==> config.mk <==
export PLATFORM = sky130hd
export DESIGN_NAME = dac_write_arbiter
export DESIGN_NICKNAME = d
export VERILOG_FILES = /design/src/rtl/dac_write_arbiter.sv
export SDC_FILE = /design/constraint.sdc
export NUM_CORES = 1
export LEC_CHECK = 0
export ABC_AREA = 1
export CORE_MARGIN = 1.5
export CORE_UTILIZATION = 45
export CTS_BUF_LIST = sky130_fd_sc_hd__clkbuf_16
export DETAILED_ROUTE_END_ITERATION = 12
export PLACE_DENSITY = 0.79
export SLEW_MARGIN = 20
export SYNTH_ARGS = -nofsm -noshare
export SYNTH_HDL_FRONTEND = slang
export SYNTH_SLANG_ARGS = --single-unit
==> constraint.sdc <==
create_clock -name clk -period 1.72 [get_ports clk]
set_clock_uncertainty 0.1 [all_clocks]
set_input_delay 0.172 -clock clk [delete_from_list [all_inputs] [get_ports clk]]
set_output_delay 0.172 -clock clk [all_outputs]
set_load 0.1 [all_outputs]
==> src/rtl/dac_write_arbiter.sv <==
// dac_write_arbiter: round-robin arbiter between calibration and host
// DAC writes, launching one SPI frame at a time with a done timeout.
module dac_write_arbiter #(
  parameter int unsigned TIMEOUT_TICKS = 2000,
  parameter logic [3:0]  CMD           = 4'h3
) (
  input  logic        clk,
  input  logic        reset,
  input  logic        cal_req,
  input  logic [1:0]  cal_chan,
  input  logic [7:0]  cal_data,
  input  logic        host_req,
  input  logic [1:0]  host_chan,
  input  logic [7:0]  host_data,
  input  logic        spi_busy,
  input  logic        spi_done,
  output logic        spi_start,
  output logic [15:0] spi_word,
  output logic        cal_ack,
  output logic        host_ack,
  output logic        owner,
  output logic [7:0]  last_code,
  output logic        timeout_err
);

  localparam int unsigned TW = $clog2(TIMEOUT_TICKS + 1);
  localparam logic [TW-1:0] T_LAST = TW'(TIMEOUT_TICKS - 1);

  typedef enum logic [1:0] {
    IDLE,
    LAUNCH,
    WAIT_DONE,
    ACK
  } state_t;

  state_t        state;
  state_t        state_nxt;
  logic [TW-1:0] timer;
  logic          prio_host;
  logic          grant;
  logic          grant_host;
  logic          timed_out;

  assign grant      = (state == IDLE) & ~spi_busy
                    & (cal_req | host_req);
  assign grant_host = host_req & (~cal_req | prio_host);
  // A done pulse on the last tick wins over the timeout.
  assign timed_out  = (state == WAIT_DONE) & ~spi_done
                    & (timer == T_LAST);

  // State register.
  always_ff @(posedge clk) begin
    if (reset) state <= IDLE;
    else       state <= state_nxt;
  end

  // Next-state logic.
  always_comb begin
    state_nxt = state;
    case (state)
      IDLE:      if (grant) state_nxt = LAUNCH;
      LAUNCH:    state_nxt = WAIT_DONE;
      WAIT_DONE: if (spi_done || timed_out) state_nxt = ACK;
      ACK:       state_nxt = IDLE;
    endcase
  end

  // Output decode: strobes are pure functions of state and owner.
  always_comb begin
    spi_start = (state == LAUNCH);
    cal_ack   = (state == ACK) & ~owner;
    host_ack  = (state == ACK) &  owner;
  end

  // Latch the winner's frame and flip the tie-break pointer on grant.
  always_ff @(posedge clk) begin
    if (reset) begin
      spi_word  <= 16'h0000;
      owner     <= 1'b0;
      prio_host <= 1'b0;
    end else if (grant) begin
      spi_word  <= grant_host ? {CMD, 2'b00, host_chan, host_data}
                              : {CMD, 2'b00, cal_chan, cal_data};
      owner     <= grant_host;
      prio_host <= ~grant_host;
    end
  end

  // Done-wait timer, cleared at launch.
  always_ff @(posedge clk) begin
    if (reset) begin
      timer <= '0;
    end else if (state == LAUNCH) begin
      timer <= '0;
    end else if (state == WAIT_DONE && !spi_done && !timed_out) begin
      timer <= timer + 1'b1;
    end
  end

  // Sticky timeout flag and last completed code.
  always_ff @(posedge clk) begin
    if (reset) begin
      timeout_err <= 1'b0;
      last_code   <= 8'h00;
    end else begin
      if (timed_out)      timeout_err <= 1'b1;
      if (state == ACK)   last_code   <= spi_word[7:0];
    end
  end

endmodule

Yosys cells after proc, flatten, opt, wreduce, memory -nomap -nowiden
Index checks and enable logic that the tools add are counted.
- word-level logic and storage cells: 40
- output and inout bits: 29
- bits in registers: 40
- input bits: 26
- bitwise gates (word level): 14
- reduce and logical (&&, ||, !) cells: 8
- mux-type cells: 4
- add/sub/neg operators: 1
- equality and inequality tests: 6
- operator list (kind ; number):
    adder 11 x 1 -> 11 bit, second input constant ; 1
    == test 11 bit, second input constant ; 1
    2-to-1 mux 10 bit ; 1
    one-hot mux 2 bit (4 select lines) ; 1
    bitwise AND 1 bit ; 7
    NOT 1 bit ; 5
    == test 2 bit, second input constant ; 2
    2-to-1 mux 2 bit ; 2
    inequality test 2 bit, second input constant ; 2
    == test 2 x 1 -> 1 bit, second input constant ; 1
    logical AND 1 bit ; 2
    zero test 1 bit ; 2
    zero test 2 bit ; 1
    OR 1 bit ; 2
    AND reduction 2 bit ; 1
    OR reduction 2 bit ; 1
    logical OR 1 bit ; 1

Logic depth before layout (Yosys ltp)
- depth in word-level cells: 6
- mapped depth: 9
- depth with buffers taken out: 9

Worst setup path after synthesis
OpenSTA, ideal clock, no wires.
- kind: register to output
- start: reg state[1]
- end: out cal_ack
- buffers on the path: 1
- cell stages (with the launch flop): 5
- path slack: -0.788 ns
- data arrival time: 2.236 ns
- path through: dfxtp_1 > ha_1 > clkbuf_1 > clkinv_1 > nor2_1
- word-level cells in the longest chain between the ends: 2
- ends and longest elaborated chain (item ; RTL line ; source):
    start, declared ; 36 ; state_t state;
    start signal, assigned ; 54 ; else state <= state_nxt;
    == test 2 bit ; 71 ; cal_ack = (state == ACK) & ~owner;
    bitwise AND 1 bit ; 71 ;
    end, declared ; 19 ; output logic cal_ack,
No other way between the ends.

Worst setup path after layout
- start: reg state[1]
- end: reg spi_word[1]
- word-level cells in the longest chain between the ends: 3
- ends and longest elaborated chain (item ; RTL line ; source):
    zero test 2 bit ; 44 ; assign grant = (state == IDLE) & ~spi_busy
    bitwise AND 1 bit ; 44 ;
    bitwise AND 1 bit ; 45 ; & (cal_req | host_req);
    end signal, assigned ; 82 ; spi_word <= grant_host ? {CMD, 2'b00, host_chan, host_data}
    end, declared ; 18 ; output logic [15:0] spi_word,
No other way between the ends.
A chain may end at the register's enable or synchronous reset.

==> impl_metrics.csv <==
group,metric,value,unit
outcome,status,"complete, no violations",
pwr,leakage,1.13,nW
drt,route.detailed.drc,0,
sta,period_share,96.8,%
hold_path,hold_class,"input port to flip-flop",
place,routabilityCongestion,0.860,
die,die-area,4100,sq um
grt,grt_pass1_vias,1707,
drt,dr.pass1.iters,5,
drt,post_drt_via_cell_ratio,5.05,
place,portBuffers,50,
clock_tree,clock_sink_count,35,
grt,grt_antenna_before_repair,0,
grt,grt.overflow.total,0,
finish,ff_latch_area,702,sq um
synth,synthDistinctLibCells,28,
die,die_w,64.0,um
clock_tree,clock_latency,280,ps
synth,synth_seq_area_share,41.8,%
grt,grt_use_total,22.9,%
sta,fmax,601,MHz
synth,synth_cells,233,
synth,syn_avg_cell_area,7.19,sq um
sta,slew_violations,0,
die,die_y,64.0,um
finish,num-fill-cells,243,
place,hpwlAfterDp,3300,um
setup_path,required,1820,ps
clock_tree,clockRootBuffer,"clkbuf_16",
drt,wl_per_cell,13.6,um
clock_tree,path_clk_slew,60,ps
clock_tree,h-tree-depth,2,
synth,synth_warnings,0,
grt,grt_pass1_wl,7360,um
sta,fin_crit,1660,ps
setup_path,crit_path_end_kind,"flip-flop",
synth,syn_area,1680,sq um
synth,synthTopCellsByArea,"dfxtp_1, nand2_1, nor2_1",
finish,multi_input_area,867,sq um
grt,grt_max_degree,12,
finish,layout.nets,327,
synth,synth_top_area_share,41.8,%
finish,num_antenna_cells,0,
clock_tree,cts_tree,"done",
synth,synth-seq-cells,35,
pwr,powerDensity,1320,nW/um^2
drt,drtAntennaViolNets,0,
die,ios,55,
drt,wirelength,4650,um
setup_path,crit_fanout,5,
run,maxCapViolations,0,
setup_path,cp-start-kind,"flip-flop",
pwr,ir_drop,0.000929,V
sta,setup_viol,0,
die,coreArea,3440,sq um
clock_tree,cts_buffers,5,
die,fp-row-count,21,
die,start_util,48.7,%
setup_path,path_class,"flip-flop to flip-flop",
clock_tree,clockBufferDepth,2,
clock_tree,cts-hold-fix-buffers,0,
drt,vias,1728,
finish,finalCoreUtilization,79.1,%
sta,rsz0062_at_grt,"true",
synth,synth_top_area_cell,"dfxtp_1",
pwr,fin_total_pwr,3.59,mW
finish,final_layout_size_suffix_gt1_share,22.0,%
setup_path,cp_data_arrival_time,1770,ps
drt,detail_route.iter0.violations,92,
sta,hold_viol_final,0,
finish,area_delta_synth_final,62.4,%
==> sequential cells by signal, summed over array words and instances (netlist names) <==
signal and flops:
last_code 8, owner 1, prio_host 1, spi_word 11, state 2, timeout_err 1
timer 11
==> placed cells by master (no fill, tap or decap), types with 8 or more instances in the layout <==
cell type         n
nand2_1          65
dfxtp_1          34
nor2_1           32
clkdlybuf4s50_1  25
buf_12           25
inv_1            20
o21ai_0          13
buf_4            13
a31oi_1           9
a21oi_1           8
==> routing by layer <==
metal  wire, um  part of all wire, %  global-route usage, %  up-vias
met5          0                    0                      0        -
li1           -                    -                      -      853
met1       1850                   40                   24.5      808
met3        361                  7.8                   8.45        8
met2       2370                   51                   41.8       59
met4         66                  1.4                   6.52        0
==> power by group <==
group | leakage, nW | switching (mW) | total [mW] | internal, mW
combinational | 0.774 | 1.10 | 1.72 | 0.620
clock | 0.0671 | 0.314 | 0.834 | 0.520
sequential | 0.285 | 0.123 | 1.04 | 0.918
total | 1.13 | 1.53 | 3.59 | 2.06
==> metrics by stage <==
| stage | instance area, sq um | setup TNS (ps) | hold slack (ps) | setup WS (ps) | std cells |
|---|---|---|---|---|---|
| 3_5_place_dp | 2500 | 0 | 368 | 37.7 | 330 |
| 5_1_grt | 2720 | -126 | 378 | -51.9 | 342 |
| 3_3_place_gp | 2500 | 0 | 372 | 90.0 | 330 |
| 4_1_cts | 2630 | 0 | 358 | 17.9 | 337 |
| 6_report | 2720 | 0 | 361 | 55.4 | 342 |
| 2_1_floorplan | 1700 | -47.8 | 141 | -47.8 | 236 |
==> final cells by class <==
| cell class | instances | area share (%) |
|---|---|---|
| clock inverter | 2 | 0.322 |
| multi-input combinational | 166 | 31.9 |
| inverter | 23 | 3.31 |
| timing repair buffer | 65 | 32.0 |
| clock buffer | 5 | 4.60 |
| sequential | 35 | 25.8 |
| tap | 46 | 2.11 |
==> final timing paths <==
path / from / end / slack [ps] / cells past startpoint
setup / recovery: state[1] / spi_word[1] / 60 / 9
setup reg to reg: state[1] / spi_word[1] / 60 / 9
hold reg to reg: prio_host / prio_host / 370 / 2
hold / removal: cal_chan[1] / spi_word[9] / 360 / 3
==> worst max-delay path, cell delays in order (launching register included) <==
cell and delay [ps]:
dfxtp_1 330, inv_1 120, ha_4 160, inv_1 40, nor2_1 110, o21ai_2 120, nor2_2 210, buf_4 180
nand2_1 60, a31oi_1 170
==> cells in the mapped netlist <==
library cell / count
xor2_1: 5
nand3_1: 4
nand3_2: 1
o21ai_0: 13
inv_1: 22
a31oi_1: 10
buf_2: 2
nand2_4: 1
nor2_4: 1
nand3_4: 1
a211oi_1: 1
clkbuf_1: 3
nand2_2: 1
dfxtp_1: 35
ha_1: 5
nor2_1: 35
nor2_2: 1
a21oi_1: 8
buf_4: 6
buf_8: 1
a21oi_2: 2
nand4_1: 3
conb_1: 1
nor3_1: 2
nand2_1: 65
o21a_1: 1
o21ai_1: 2
clkinv_1: 1
==> logic make-up (layout without fill, tap and decap cells) <==
kind of cell	count (synthesis)	in the layout	share of synthesized area [%]
AO/OA/AOI/OAI	37	37	12.5
other	1	4	0.224
adder cells (fa/ha/maj)	5	5	3.73
flip-flops	35	35	41.8
AND/OR/NAND/NOR	115	115	29.1
XOR/XNOR	5	5	2.61
buffers and inverters	35	95	10.0
==> repair_timing <==
action,CTS,global route
buffers inserted,0,3
resized for setup,0,13
setup endpoints to repair,0,22
Note: power is estimated with default switching activity, not from simulation.
